==> config.mk <==
export PLATFORM = sky130hd
export DESIGN_NAME = imem_dmem_arbiter
export DESIGN_NICKNAME = d
export VERILOG_FILES = /design/src/rtl/imem_dmem_arbiter_pkg.sv /design/src/rtl/arb_starve_cnt.sv /design/src/rtl/imem_dmem_arbiter.sv
export SDC_FILE = /design/constraint.sdc
export NUM_CORES = 1
export LEC_CHECK = 0
export CAP_MARGIN = 20
export CORE_AREA = 2 2 198 200
export CTS_BUF_LIST = sky130_fd_sc_hd__clkbuf_4 sky130_fd_sc_hd__clkbuf_8
export CTS_CLUSTER_SIZE = 20
export DETAILED_ROUTE_END_ITERATION = 12
export DIE_AREA = 0 0 200 202
export SETUP_SLACK_MARGIN = 0.2
export SYNTH_ARGS = -nofsm -noshare
export SYNTH_HDL_FRONTEND = slang
export SYNTH_SLANG_ARGS = --single-unit
export TNS_END_PERCENT = 50
==> constraint.sdc <==
create_clock -name clk -period 23.4 [get_ports clk]
set_input_delay 5.85 -clock clk [delete_from_list [all_inputs] [get_ports clk]]
set_output_delay 5.85 -clock clk [all_outputs]
set_load 0.05 [all_outputs]
==> src/rtl/imem_dmem_arbiter_pkg.sv <==
`default_nettype none
// ============================================================================
// Module      : imem_dmem_arbiter_pkg
// Description : Shared constants for the IF/LS memory arbiter: FSM state
//               encoding, the NOP instruction and the reset PC.
// Revision    : 1.0 - initial release
// ============================================================================
package imem_dmem_arbiter_pkg;

    // FSM state encoding (3-bit)
    localparam logic [2:0] c_ST_IDLE    = 3'd0;
    localparam logic [2:0] c_ST_IF_REQ  = 3'd1;
    localparam logic [2:0] c_ST_IF_WAIT = 3'd2;
    localparam logic [2:0] c_ST_LS_REQ  = 3'd3;
    localparam logic [2:0] c_ST_LS_WAIT = 3'd4;

    // addi x0, x0, 0 - returned for a fetch that timed out on the bus
    localparam logic [31:0] NOP_INSTR = 32'h0000_0013;

    // Reset program counter of the core using this arbiter
    localparam logic [63:0] RESET_PC  = 64'h0000_0000_8000_0000;

endpackage
`default_nettype wire

==> src/rtl/arb_starve_cnt.sv <==
`default_nettype none
// ============================================================================
// Module      : arb_starve_cnt
// Description : Saturating 4-bit counter of LS grants made while a fetch is
//               waiting. o_sat tells the arbiter to hand the bus to IF next.
// Revision    : 1.0 - initial release
// ============================================================================
module arb_starve_cnt #(
    parameter int MAX = 4
) (
    input  logic clk,
    input  logic rst,
    input  logic i_clr,
    input  logic i_inc,
    output logic o_sat
);

    logic [3:0] r_cnt;

    // Clear has priority; increment stops at MAX
    always_ff @(posedge clk or posedge rst) begin
        if (rst) begin
            r_cnt <= 4'd0;
        end else if (i_clr) begin
            r_cnt <= 4'd0;
        end else if (i_inc && (r_cnt != 4'(MAX))) begin
            r_cnt <= r_cnt + 4'd1;
        end
    end

    assign o_sat = (r_cnt == 4'(MAX));

endmodule
`default_nettype wire

==> src/rtl/imem_dmem_arbiter.sv <==
`default_nettype none
// ============================================================================
// Module      : imem_dmem_arbiter
// Description : Shares one 64-bit single-port memory bus between instruction
//               fetch and the load/store unit, one transaction at a time.
//               Fetch responses made stale by a jump redirect are dropped.
//               Optional macro ARB_BUS_TIMEOUT_EN adds a wait-state timeout
//               with a sticky bus_err flag.
// Revision    : 1.0 - initial release
// ============================================================================
module imem_dmem_arbiter
    import imem_dmem_arbiter_pkg::*;
#(
    parameter int ADDR_W     = 64,
    parameter int STARVE_MAX = 4
`ifdef ARB_BUS_TIMEOUT_EN
    ,
    parameter int TIMEOUT    = 255
`endif
) (
    input  logic              clk,
    input  logic              rst,
    input  logic              if_req,
    input  logic [ADDR_W-1:0] if_addr,
    input  logic              if_flush,
    output logic              ifetch_en,
    output logic [31:0]       instr,
    output logic              instr_valid,
    input  logic              ls_req,
    input  logic              ls_wen,
    input  logic [ADDR_W-1:0] ls_addr,
    input  logic [63:0]       ls_wdata,
    input  logic [7:0]        ls_wmask,
    output logic [63:0]       ls_rdata,
    output logic              ls_done,
    output logic              mem_valid,
    input  logic              mem_ready,
    output logic              mem_wen,
    output logic [ADDR_W-1:0] mem_addr,
    output logic [63:0]       mem_wdata,
    output logic [7:0]        mem_wmask,
    input  logic              mem_rvalid,
    input  logic [63:0]       mem_rdata,
    output logic              bus_err
);

    logic [2:0]        r_state;
    logic [2:0]        w_state_nxt;
    logic              w_grant_if;
    logic              w_grant_ls;
    logic              w_if_resp;
    logic              w_ls_resp;
    logic              w_starved;
    logic              w_in_if;
    logic              r_stale;
    logic [ADDR_W-1:0] r_addr;
    logic              r_wen;
    logic [63:0]       r_wdata;
    logic [7:0]        r_wmask;
    logic              r_ifetch_en;
    logic              r_instr_valid;
    logic [31:0]       r_instr;
    logic              r_ls_done;
    logic [63:0]       r_ls_rdata;
`ifdef ARB_BUS_TIMEOUT_EN
    logic [7:0]        r_wait_cnt;
    logic              w_timeout;
    logic              r_bus_err;
`endif

    assign w_in_if = (r_state == c_ST_IF_REQ) || (r_state == c_ST_IF_WAIT);

    arb_starve_cnt #(
        .MAX   (STARVE_MAX)
    ) u_starve (
        .clk   (clk),
        .rst   (rst),
        .i_clr (w_grant_if),
        .i_inc (w_grant_ls && if_req),
        .o_sat (w_starved)
    );

    // Next-state: arbitration in IDLE, bus handshake and response tracking
    always_comb begin
        w_state_nxt = r_state;
        w_grant_if  = 1'b0;
        w_grant_ls  = 1'b0;
        w_if_resp   = 1'b0;
        w_ls_resp   = 1'b0;
`ifdef ARB_BUS_TIMEOUT_EN
        w_timeout   = 1'b0;
`endif
        case (r_state)
            c_ST_IDLE: begin
                if (if_req && (!ls_req || w_starved)) begin
                    w_grant_if  = 1'b1;
                    w_state_nxt = c_ST_IF_REQ;
                end else if (ls_req) begin
                    w_grant_ls  = 1'b1;
                    w_state_nxt = c_ST_LS_REQ;
                end
            end
            c_ST_IF_REQ:  if (mem_ready) w_state_nxt = c_ST_IF_WAIT;
            c_ST_IF_WAIT: begin
                if (mem_rvalid) begin
                    w_if_resp   = 1'b1;
                    w_state_nxt = c_ST_IDLE;
                end
            end
            c_ST_LS_REQ:  if (mem_ready) w_state_nxt = c_ST_LS_WAIT;
            c_ST_LS_WAIT: begin
                if (mem_rvalid) begin
                    w_ls_resp   = 1'b1;
                    w_state_nxt = c_ST_IDLE;
                end
            end
            default:      w_state_nxt = c_ST_IDLE;
        endcase
`ifdef ARB_BUS_TIMEOUT_EN
        // Only a state that is about to stay put can time out
        if ((r_state != c_ST_IDLE) && (w_state_nxt == r_state) &&
            (r_wait_cnt == 8'(TIMEOUT - 1))) begin
            w_timeout   = 1'b1;
            w_state_nxt = c_ST_IDLE;
        end
`endif
    end

    // State register
    always_ff @(posedge clk or posedge rst) begin
        if (rst) r_state <= c_ST_IDLE;
        else     r_state <= w_state_nxt;
    end

    // Capture the granted request; fields stay stable until the handshake
    always_ff @(posedge clk or posedge rst) begin
        if (rst) begin
            r_addr  <= '0;
            r_wen   <= 1'b0;
            r_wdata <= 64'h0;
            r_wmask <= 8'h0;
        end else if (w_grant_if) begin
            r_addr  <= if_addr;
            r_wen   <= 1'b0;
            r_wdata <= 64'h0;
            r_wmask <= 8'h0;
        end else if (w_grant_ls) begin
            r_addr  <= ls_addr;
            r_wen   <= ls_wen;
            r_wdata <= ls_wdata;
            r_wmask <= ls_wen ? ls_wmask : 8'h0;
        end
    end

    // Stale flag: a redirect during a fetch poisons its response
    always_ff @(posedge clk or posedge rst) begin
        if (rst) begin
            r_stale <= 1'b0;
        end else if (w_if_resp) begin
            r_stale <= 1'b0;
`ifdef ARB_BUS_TIMEOUT_EN
        end else if (w_timeout) begin
            r_stale <= 1'b0;
`endif
        end else if (if_flush && w_in_if) begin
            r_stale <= 1'b1;
        end
    end

    // Response side: one-cycle pulses and registered return data
    always_ff @(posedge clk or posedge rst) begin
        if (rst) begin
            r_ifetch_en   <= 1'b0;
            r_instr_valid <= 1'b0;
            r_instr       <= 32'h0;
            r_ls_done     <= 1'b0;
            r_ls_rdata    <= 64'h0;
        end else begin
            r_ifetch_en   <= (r_state == c_ST_IF_REQ) && mem_ready;
            r_instr_valid <= w_if_resp && !r_stale && !if_flush;
            r_ls_done     <= w_ls_resp;
            if (w_if_resp) r_instr    <= r_addr[2] ? mem_rdata[63:32] : mem_rdata[31:0];
            if (w_ls_resp) r_ls_rdata <= mem_rdata;
`ifdef ARB_BUS_TIMEOUT_EN
            if (w_timeout) begin
                if (w_in_if) begin
                    r_instr_valid <= 1'b1;
                    r_instr       <= NOP_INSTR;
                end else begin
                    r_ls_done     <= 1'b1;
                    r_ls_rdata    <= 64'h0;
                end
            end
`endif
        end
    end

`ifdef ARB_BUS_TIMEOUT_EN
    // Wait counter: cycles spent in the current non-idle state
    always_ff @(posedge clk or posedge rst) begin
        if (rst)                                                    r_wait_cnt <= 8'd0;
        else if ((r_state == c_ST_IDLE) || (w_state_nxt != r_state)) r_wait_cnt <= 8'd0;
        else                                                        r_wait_cnt <= r_wait_cnt + 8'd1;
    end

    // Sticky bus error, cleared only by reset
    always_ff @(posedge clk or posedge rst) begin
        if (rst)            r_bus_err <= 1'b0;
        else if (w_timeout) r_bus_err <= 1'b1;
    end

    assign bus_err = r_bus_err;
`else
    assign bus_err = 1'b0;
`endif

    assign mem_valid   = (r_state == c_ST_IF_REQ) || (r_state == c_ST_LS_REQ);
    assign mem_wen     = r_wen;
    assign mem_addr    = r_addr;
    assign mem_wdata   = r_wdata;
    assign mem_wmask   = r_wmask;
    assign ifetch_en   = r_ifetch_en;
    assign instr       = r_instr;
    assign instr_valid = r_instr_valid;
    assign ls_rdata    = r_ls_rdata;
    assign ls_done     = r_ls_done;

endmodule
`default_nettype wire

==> impl_metrics.csv, run 1 <==
group,metric,value,unit
run_status,run_status,"completed",
worst_setup_path,timing.critical_path.cells,"nand2b_1 > inv_1 > clkdlybuf4s50_1",
route,drc_errors,0,
sta,fin_setup_tns,0,ns
min_path,min_delay_worst_type,"reg2reg",
cells_and_area,final_core_utilization,45.2,%
worst_setup_path,rr_worst_depth,5,
clock_network,cts-buffers-inserted,46,
synthesis,synthSimpleGateAreaFrac,8.93,%
sta,rsz0062_at_grt,"no",
worst_setup_path,setup.worst_path.start_class,"flip-flop",
sta,post-route-min-period,8.22,ns
clock_network,clock_tree.htree_level_count,2,
pwr,clock_power_share,15.9,%
route,wire_per_inst,21.2,um
cells_and_area,final_net_count,1704,
route,drt-initial-drc-count,409,
synthesis,synth_fa_ha_area_share,0.228,%
synthesis,synth_cells,969,
sta,report.final.setup_viol,0,
synthesis,ys_seq_area_share,55.6,%
sta,fin_worst_hold_slack,0.473,ns
clock_network,post-cts-setup-buffer-count,0,
pwr,power.ir.vdd_worst,84.7,uV
floorplanning,num_rows,72,
worst_setup_path,critical_path_required_time,17.55,ns
sta,fin_crit_sh,35.1,%
cells_and_area,synthToLayoutAreaGrowth,57.3,%
sta,timing_worst_slew_pin_value,0.983,ns
clock_network,ctsRootBufferMaster,"sky130_fd_sc_hd__clkbuf_8",
clock_network,path_clk_slew,0.06,ns
global_routing,grt_first_pass_wirelength,63400,um
route,route.detailed.vias_per_inst,5.00,
pwr,power_switching_share,49.0,%
placed_design,place.detailed.hpwl,27900,um
worst_setup_path,cpMaxStageDelayCell,"sky130_fd_sc_hd__clkdlybuf4s50_1",
global_routing,globalRouteTotalUtil,20.3,%
floorplanning,die-area,40400,sq um
synthesis,netlist_area_before_placement,11000,sq um
placed_design,weighted_congestion_at_the_end_of_routability_driven_global_placement,0.794,
clock_network,cts_num_sinks,244,
synthesis,synth-xor-area-share,0,%
global_routing,globalRouteOverflowTotal,0,
pwr,p_int,1.42,mW
min_path,whs_endpoint,"instr_valid$_DFF_PP0_",
floorplanning,die-height,202,um
cells_and_area,fill_cells,3665,
synthesis,synth_seq_cells,244,
worst_setup_path,timing.setup.critical_path_class,"reg2out",
route,routed_wl,42000,um
global_routing,number_of_antenna_violations_at_the_first_check_in_global_routing,4,
synthesis,ys_types,39,
synthesis,post_synth.cell_area_avg,11.3,sq um
worst_setup_path,critical-path-top-delay-family,"buffers and inverters",
run,max-cap-violations,0,
floorplanning,coreArea,38300,sq um
route,drt_pre_antenna_iters,5,
synthesis,yosysWarnings,0,
floorplanning,die_w,200,um
sta,maxSlewHeadroom,34.5,%
min_path,hold_path.startpoint,"r_stale$_DFFE_PP0P_",
pwr,power.sequential.fraction,26.1,%
route,vias,9907,
sta,hold_violations,0,
clock_network,cts-hold-fix-buffers,0,
worst_setup_path,timing.critical_path.fanout_max,11,
clock_network,max-clock-path-buffers,3,
synthesis,multiplexer_area_fraction_after_synthesis,9.67,%
sta,max_clock_freq,122,MHz
sta,fin_worst_skew,0.0178,ns
pwr,total_power,2.79,mW
worst_setup_path,cp_num_buf_inv,2,
global_routing,first_global_vias,10487,
worst_setup_path,reg2reg_to,"mem_addr[22]$_DFFE_PP0P_",
synthesis,largest_family_of_logic_cells_by_synthesized_area,"compound AO/OA/AOI/OAI gates",
worst_setup_path,crit_path_end_kind,"output pin",
pwr,net-switching-power,1.37,mW
global_routing,grt_max_degree,104,
clock_network,clock_insertion_delay_worst_skew,0.57,ns
sta,report.final.slew_viol_count,0,
worst_setup_path,timing.reg2reg.setup_slack,20.61,ns
worst_setup_path,worst_path_arrival,2.37,ns
floorplanning,design.portCount,510,
worst_setup_path,timing.critical_path.from,"r_state[0]$_DFFE_PP0P_",
pwr,p_leak,6.78,nW
pwr,power_density,161,nW/um^2
placed_design,io_buffer_count,508,
clock_network,cts_resized,0,
cells_and_area,drive_gt1_share,11.9,%
route,ant_nets,0,
pwr,p_comb_share,58.0,%
worst_setup_path,crit-reg2reg-launch,"r_state[0]$_DFFE_PP0P_",
clock_network,cts_tree,"yes",
floorplanning,initial_utilization,28.7,%
worst_setup_path,worst_path_largest_cell_delay,0.85,ns
synthesis,synth_compound_gate_area_share,20.0,%
synthesis,postSynthNetCount,1243,
min_path,min_path_cells,1,
-- through the flow --
| step | instance area [sq um] | cells | setup slack [ns] |
|---|---|---|---|
| 6_report | 17300 | 1983 | 15.18 |
| 5_1_grt | 17300 | 1983 | 15.05 |
| 4_1_cts | 17300 | 1980 | 15.11 |
| 3_5_place_dp | 16300 | 1900 | 14.81 |
| 3_3_place_gp | 16300 | 1900 | 14.87 |
| 2_1_floorplan | 11000 | 969 | 10.85 |
-- sequential cells by signal, summed over array words and instances (netlist names) --
signal / flops
r_state: 3
mem_wdata: 64
ifetch_en: 1
mem_addr: 64
r_stale: 1
instr_valid: 1
mem_wmask: 8
u_starve.r_cnt: 4
ls_rdata: 64
ls_done: 1
instr: 32
mem_wen: 1
-- layer usage --
metal / share of wire, % / track usage (%)
met3: 9.4 / 6.64
met2: 48 / 33.5
met1: 39 / 24.6
met5: 0.029 / 0
met4: 3.3 / 7.65
-- area by class of cell --
type / count / area [sq um] / area share [%]
Clock buffer: 73 / 911 / 5.27
Multi-Input combinational cell: 607 / 4310 / 24.9
Inverter: 7 / 33.8 / 0.195
Antenna cell: 3 / 7.51 / 0.0434
Timing Repair Buffer: 524 / 5200 / 30.1
Clock inverter: 7 / 70.1 / 0.405
Tap cell: 518 / 648 / 3.75
Sequential cell: 244 / 6110 / 35.3
-- logic make-up after synthesis --
family | Yosys count
buf+inv | 118
other cells | 1
fa+ha+maj | 2
compound gates | 313
simple gates | 193
mux | 98
flops | 244
-- power by group through the flow --
stage / Combinational [mW] / Clock, mW / Sequential [mW]
finish: 1.62 / 0.442 / 0.729
global route: 1.70 / 0.476 / 0.753
CTS: 1.63 / 0.458 / 0.730
detailed placement: 1.63 / 0 / 0.730
global placement: 1.62 / 0 / 0.729
floorplan: 0.430 / 0 / 1.36
-- worst register-to-register path, delay by kind of cell, from the launching register on --
family                 cells  cell delay, ns
AND/OR/NAND/NOR            2            0.45
buffers and inverters      2            1.46
AO/OA/AOI/OAI              1            0.23
flip-flops                 1            0.56
-- synth_stat cells (all sizes together) --
cell type	n	area share, %
nor3b	3	0.20
a2bb2oi	1	0.080
and3	9	0.51
nor4bb	1	0.091
o22ai	2	0.11
nand2b	4	0.23
dfrtp	244	56
or4b	1	0.091
a211o	1	0.080
o2bb2ai	65	5.2
nand4	1	0.057
buf	70	4.0
nand2	4	0.14
nor3	1	0.045
a32o	8	0.73
or3	1	0.057
o31ai	2	0.14
nor2	34	1.2
o211ai	128	8.7
a31oi	1	0.057
nand3b	1	0.068
nand3	130	5.9
or2	1	0.057
clkbuf	41	1.4
a21oi	35	1.6
mux2i	33	3.0
and3b	1	0.080
ha	2	0.23
conb	1	0.034
inv	7	0.24
nor4b	1	0.22
o21ai	69	3.1
a21o	1	0.068
mux2	65	6.7
-- layout by cell type, fill, tap and decap left out, drive strengths merged, types with 2 or more instances in the layout --
master         netlist  final
clkdlybuf4s50        0    508
mux2i               33     33
clkinv               0      3
o21ai               69     69
nand2b               4      4
buf                 70     16
clkbuf              41     73
inv                  7      9
dfrtp              244    244
mux2                65     65
o211ai             128    128
a32o                 8      8
a21oi               35     35
nand3              130    130
o22ai                2      2
o2bb2ai             65     65
nor3b                3      3
diode                0      3
nor2                34     34
nand2                4      4
and3                 9      9
o31ai                2      2
ha                   2      2
-- worst max path at each step --
stage	to	slack, ns	depth (start not counted)
floorplan	ifetch_en$_DFF_PP0_	10.85	1
global placement	mem_addr[19]$_DFFE_PP0P_	14.87	5
detailed placement	mem_addr[22]$_DFFE_PP0P_	14.81	5
CTS	mem_valid	15.11	3
global route	mem_valid	15.05	3
finish	mem_valid	15.18	3
Note: power is estimated with default switching activity, not from simulation.
==> inputs of run 2 (changes only) <==
clock period = 7.1 ns   (was 23.4 ns; I/O delays follow)
==> impl_metrics.csv, run 2 (synthesis gave the netlist of run 1 again) <==
group,metric,value,unit
run_status,run_status,"completed",
worst_setup_path,critical_path_required_time,5.33,ns
floorplanning,die-height,202,um
min_path,min_delay_worst_type,"reg2reg",
route,drt-initial-drc-count,458,
floorplanning,num_rows,72,
pwr,p_leak,6.83,nW
placed_design,weighted_congestion_at_the_end_of_routability_driven_global_placement,0.777,
sta,report.final.setup_viol,0,
clock_network,post-cts-setup-buffer-count,0,
pwr,p_int,4.79,mW
global_routing,globalRouteOverflowTotal,0,
floorplanning,die-area,40400,sq um
pwr,power_density,537,nW/um^2
placed_design,io_buffer_count,508,
global_routing,number_of_antenna_violations_at_the_first_check_in_global_routing,1,
clock_network,cts-buffers-inserted,46,
pwr,p_comb_share,57.1,%
route,drc_errors,0,
cells_and_area,finish.instance_area,17400,sq um
global_routing,grt_max_degree,144,
sta,hold_violations,0,
route,wire_per_inst,21.3,um
sta,fin_worst_skew,0.0269,ns
floorplanning,die_w,200,um
global_routing,first_global_vias,10266,
sta,max_clock_freq,237,MHz
clock_network,max-clock-path-buffers,3,
cells_and_area,multi_input_gate_area_in_the_final_layout,4310,sq um
worst_setup_path,timing.critical_path.fanout_max,11,
clock_network,cts_tree,"yes",
clock_network,clock_insertion_delay_worst_skew,0.60,ns
pwr,power_switching_share,48.6,%
run,max-cap-violations,0,
worst_setup_path,worst_path_arrival,2.45,ns
cells_and_area,final_core_utilization,45.4,%
sta,rsz0062_at_grt,"no",
worst_setup_path,timing.critical_path.cells,"nand2b_1 > inv_1 > clkdlybuf4s50_1",
worst_setup_path,worst_path_largest_cell_delay,0.84,ns
clock_network,cts_resized,0,
route,route.detailed.vias_per_inst,5.07,
sta,post-route-min-period,4.22,ns
sta,timing_worst_slew_pin_value,0.931,ns
placed_design,preCtsSetupSlack,2.21,ns
route,routed_wl,42300,um
pwr,clock_power_share,17.1,%
cells_and_area,drive_gt1_share,12.1,%
cells_and_area,layout_common_cells,"sky130_fd_sc_hd__clkdlybuf4s50_1 (508), sky130_fd_sc_hd__dfrtp_1 (243), sky130_fd_sc_hd__nand3_1 (130)",
cells_and_area,storage_cell_area,6110,sq um
clock_network,clock_tree.htree_level_count,2,
worst_setup_path,crit_path_end_kind,"output pin",
cells_and_area,layout_commonest_cell,"sky130_fd_sc_hd__clkdlybuf4s50_1",
floorplanning,initial_utilization,28.7,%
pwr,net-switching-power,4.54,mW
sta,fin_setup_tns,0,ns
route,ant_nets,0,
pwr,power.sequential.fraction,25.8,%
cells_and_area,fill_cells,3613,
pwr,power.ir.vdd_worst,287,uV
clock_network,ctsRootBufferMaster,"sky130_fd_sc_hd__clkbuf_8",
placed_design,dpl_cell_area,16300,sq um
worst_setup_path,cpMaxStageDelayCell,"sky130_fd_sc_hd__clkdlybuf4s50_1",
route,drt_pre_antenna_iters,5,
clock_network,path_clk_slew,0.06,ns
sta,report.final.slew_viol_count,0,
route,vias,10066,
clock_network,cts-hold-fix-buffers,0,
clock_network,cts_num_sinks,244,
placed_design,place.detailed.hpwl,28100,um
floorplanning,design.portCount,510,
cells_and_area,synthToLayoutAreaGrowth,58.3,%
worst_setup_path,timing.setup.critical_path_class,"reg2out",
floorplanning,coreArea,38300,sq um
global_routing,globalRouteTotalUtil,20.4,%
global_routing,grt_first_pass_wirelength,63300,um
sta,maxSlewHeadroom,37.9,%
cells_and_area,final_net_count,1705,
worst_setup_path,setup.worst_path.start_class,"flip-flop",
sta,worst_slack,2.88,ns
sta,fin_crit_sh,59.5,%
-- run 2: cell count changes in the layout (fill, tap and decap cells not counted) --
cell	before	now
sky130_fd_sc_hd__clkbuf_8	58	57
sky130_fd_sc_hd__inv_6	2	0
sky130_fd_sc_hd__clkbuf_4	15	8
sky130_fd_sc_hd__clkinv_2	3	10
sky130_fd_sc_hd__diode_2	3	1
sky130_fd_sc_hd__clkinvlp_4	1	3
sky130_fd_sc_hd__bufinv_16	1	5
sky130_fd_sc_hd__buf_12	0	1
-- run 2: cell type report --
cell class                      instances  area share (%)
Timing Repair Buffer                  525            30.0
Inverter                                7           0.173
Antenna cell                            1          0.0144
Clock buffer                           65            4.86
Tap cell                              518            3.73
Clock inverter                         18            1.30
Multi-Input combinational cell        607            24.8
Sequential cell                       244            35.1
-- run 2: path summary, 6_finish.rpt --
path	start	end	slack, ns	cells past startpoint
setup reg to reg	r_state[0]$_DFFE_PP0P_	mem_wmask[7]$_DFFE_PP0P_	4.30	5
max in group asynchronous	rst	mem_wen$_DFFE_PP0P_	4.31	3
min in group asynchronous	rst	instr[26]$_DFFE_PP0N_	1.58	2
hold reg to reg	r_stale$_DFFE_PP0P_	instr_valid$_DFF_PP0_	0.46	1
hold / removal	r_stale$_DFFE_PP0P_	instr_valid$_DFF_PP0_	0.46	1
setup / recovery	r_state[0]$_DFFE_PP0P_	mem_valid	2.88	3
-- run 2: critical path: cells and delay by family (launching register included) --
| family | cells | cell delay [ns] |
|---|---|---|
| buffers and inverters | 2 | 0.94 |
| DFF | 1 | 0.68 |
| and+or+nand+nor | 1 | 0.23 |
-- run 2: metal layers --
metal	track usage (%)	wire length [um]
met4	7.54	1330
met2	32.8	19800
met5	0	0
met3	7.48	4380
met1	24.9	16800
-- run 2: through the flow --
| stage | hold slack [ns] | power, mW | cells |
|---|---|---|---|
| after floorplan | 0.428 | 5.92 | 969 |
| after global placement | 0.456 | 7.74 | 1901 |
| after detailed placement | 0.448 | 7.80 | 1901 |
| after CTS | 0.459 | 9.45 | 1984 |
| after global routing | 0.481 | 9.80 | 1985 |
| final | 0.456 | 9.34 | 1985 |
-- run 2: power groups by stage --
stage / clock network (mW) / logic, mW / registers, mW
after global routing: 1.72 / 5.60 / 2.48
after global placement: 0 / 5.33 / 2.42
after detailed placement: 0 / 5.38 / 2.41
after floorplan: 0 / 1.42 / 4.50
final: 1.60 / 5.33 / 2.41
after CTS: 1.66 / 5.38 / 2.41
==> inputs of run 3 (changes only) <==
clock period = 4.4 ns   (was 7.1 ns; I/O delays follow)
==> impl_metrics.csv, run 3 (synthesis gave the netlist of run 1 again) <==
group,metric,value,unit
global_routing,globalRouteOverflowTotal,0,
worst_setup_path,worst_path_largest_cell_delay,0.84,ns
route,ant_nets,0,
cells_and_area,final_core_utilization,45.5,%
floorplanning,num_rows,72,
route,wire_per_inst,21.3,um
worst_setup_path,critical_path_required_time,3.30,ns
placed_design,io_buffer_count,508,
pwr,total_power,14.9,mW
global_routing,first_global_vias,10627,
sta,hold_violations,0,
route,vias,10013,
worst_setup_path,timing.reg2reg.setup_slack,2.21,ns
clock_network,ctsRootBufferMaster,"sky130_fd_sc_hd__clkbuf_8",
route,route.detailed.vias_per_inst,5.04,
clock_network,clock_tree.htree_level_count,2,
global_routing,globalRouteTotalUtil,20.6,%
sta,timing_worst_slew_pin_value,0.852,ns
clock_network,cts_resized,0,
global_routing,grt_max_degree,137,
clock_network,cts_tree,"yes",
cells_and_area,finish.instance_area,17400,sq um
cells_and_area,antenna-diode-count,0,
run_status,run_status,"completed",
pwr,power.sequential.fraction,26.1,%
worst_setup_path,rr_worst_depth,4,
floorplanning,initial_utilization,28.7,%
worst_setup_path,crit_path_end_kind,"output pin",
sta,report.final.setup_viol,0,
route,routed_wl,42400,um
worst_setup_path,crit-reg2reg-launch,"r_state[0]$_DFFE_PP0P_",
run,max-cap-violations,0,
sta,rsz0062_at_grt,"no",
clock_network,max-clock-path-buffers,3,
sta,max_clock_freq,284,MHz
worst_setup_path,timing.critical_path.fanout_max,11,
worst_setup_path,timing.critical_path.cells,"nand2b_1 > inv_1 > clkdlybuf4s50_1",
pwr,p_leak,6.83,nW
clock_network,post-cts-setup-buffer-count,0,
min_path,whs_endpoint,"instr_valid$_DFF_PP0_",
route,drc_errors,0,
worst_setup_path,timing.setup.critical_path_class,"reg2out",
cells_and_area,final_net_count,1708,
placed_design,weighted_congestion_at_the_end_of_routability_driven_global_placement,0.804,
route,drt_pre_antenna_iters,4,
floorplanning,die-height,202,um
floorplanning,design.portCount,510,
floorplanning,die-area,40400,sq um
global_routing,grt_first_pass_wirelength,64300,um
min_path,hold_path.startpoint,"r_stale$_DFFE_PP0P_",
min_path,min_path_cells,1,
sta,fin_worst_skew,0.0180,ns
global_routing,number_of_antenna_violations_at_the_first_check_in_global_routing,0,
clock_network,clock_insertion_delay_worst_skew,0.60,ns
worst_setup_path,worst_path_arrival,2.43,ns
route,drt-initial-drc-count,570,
sta,report.final.slew_viol_count,0,
clock_network,path_clk_slew,0.06,ns
cells_and_area,layout_common_cells,"sky130_fd_sc_hd__clkdlybuf4s50_1 (508), sky130_fd_sc_hd__dfrtp_1 (243), sky130_fd_sc_hd__nand3_1 (130)",
floorplanning,coreArea,38300,sq um
placed_design,place.detailed.hpwl,28200,um
pwr,p_int,7.56,mW
pwr,power_switching_share,49.2,%
worst_setup_path,reg2reg_to,"mem_addr[42]$_DFFE_PP0P_",
worst_setup_path,setup.worst_path.start_class,"flip-flop",
pwr,power_density,854,nW/um^2
sta,post-route-min-period,3.53,ns
clock_network,cts_num_sinks,244,
sta,maxSlewHeadroom,43.1,%
min_path,min_delay_worst_type,"reg2reg",
worst_setup_path,critical-path-top-delay-family,"buffers and inverters",
sta,fin_crit_sh,80.2,%
cells_and_area,synthToLayoutAreaGrowth,58.4,%
sta,fin_setup_tns,0,ns
cells_and_area,layout_commonest_cell,"sky130_fd_sc_hd__clkdlybuf4s50_1",
placed_design,dpl_cell_area,16400,sq um
worst_setup_path,cp_num_buf_inv,2,
pwr,clock_power_share,15.7,%
worst_setup_path,cpMaxStageDelayCell,"sky130_fd_sc_hd__clkdlybuf4s50_1",
cells_and_area,drive_gt1_share,12.4,%
floorplanning,die_w,200,um
clock_network,cts-buffers-inserted,45,
pwr,net-switching-power,7.31,mW
pwr,p_comb_share,58.2,%
pwr,power.ir.vdd_worst,581,uV
clock_network,cts-hold-fix-buffers,0,
run 3: area by class of cell:
type | instances | area [sq um]
clock buffer | 70 | 870
clock inverter | 13 | 104
fill | 3606 | 20900
inverter | 7 | 30.0
multi-input combinational | 607 | 4310
sequential | 244 | 6110
tap | 518 | 648
timing repair buffer | 529 | 5340
run 3: power by group through the flow:
| stage | Sequential [mW] | Clock, mW | Combinational [mW] |
|---|---|---|---|
| global placement | 3.88 | 0 | 8.64 |
| CTS | 3.89 | 2.43 | 8.72 |
| finish | 3.88 | 2.34 | 8.64 |
| floorplan | 7.26 | 0 | 2.29 |
| detailed placement | 3.90 | 0 | 8.71 |
| global route | 4.02 | 2.52 | 9.09 |
run 3: metrics by stage:
| stage | hold slack (ns) | std cells | setup slack, ns |
|---|---|---|---|
| 6_report | 0.459 | 1988 | 0.873 |
| 5_1_grt | 0.489 | 1988 | 0.713 |
| 4_1_cts | 0.464 | 1988 | 0.784 |
| 3_5_place_dp | 0.459 | 1905 | 1.21 |
| 3_3_place_gp | 0.456 | 1905 | 1.25 |
| 2_1_floorplan | 0.428 | 969 | 0.0962 |
run 3: per-layer routing:
metal	vias up	share of wire (%)	track usage, %
met5	-	0	0
met4	0	3.0	7.20
met3	74	10	8.16
met2	463	48	33.7
met1	4896	39	24.4
li1	4580	-	-
run 3: worst max path at each step:
stage | from | to | slack, ns | cells after the start
global route | r_state[0]$_DFFE_PP0P_ | mem_valid | 0.71 | 3
finish | r_state[0]$_DFFE_PP0P_ | mem_valid | 0.87 | 3
CTS | r_state[0]$_DFFE_PP0P_ | mem_valid | 0.78 | 3
floorplan | rst | ifetch_en$_DFF_PP0_ | 0.1 | 1
global placement | ls_req | mem_wmask[6]$_DFFE_PP0P_ | 1.25 | 5
detailed placement | ls_req | mem_wmask[2]$_DFFE_PP0P_ | 1.21 | 5
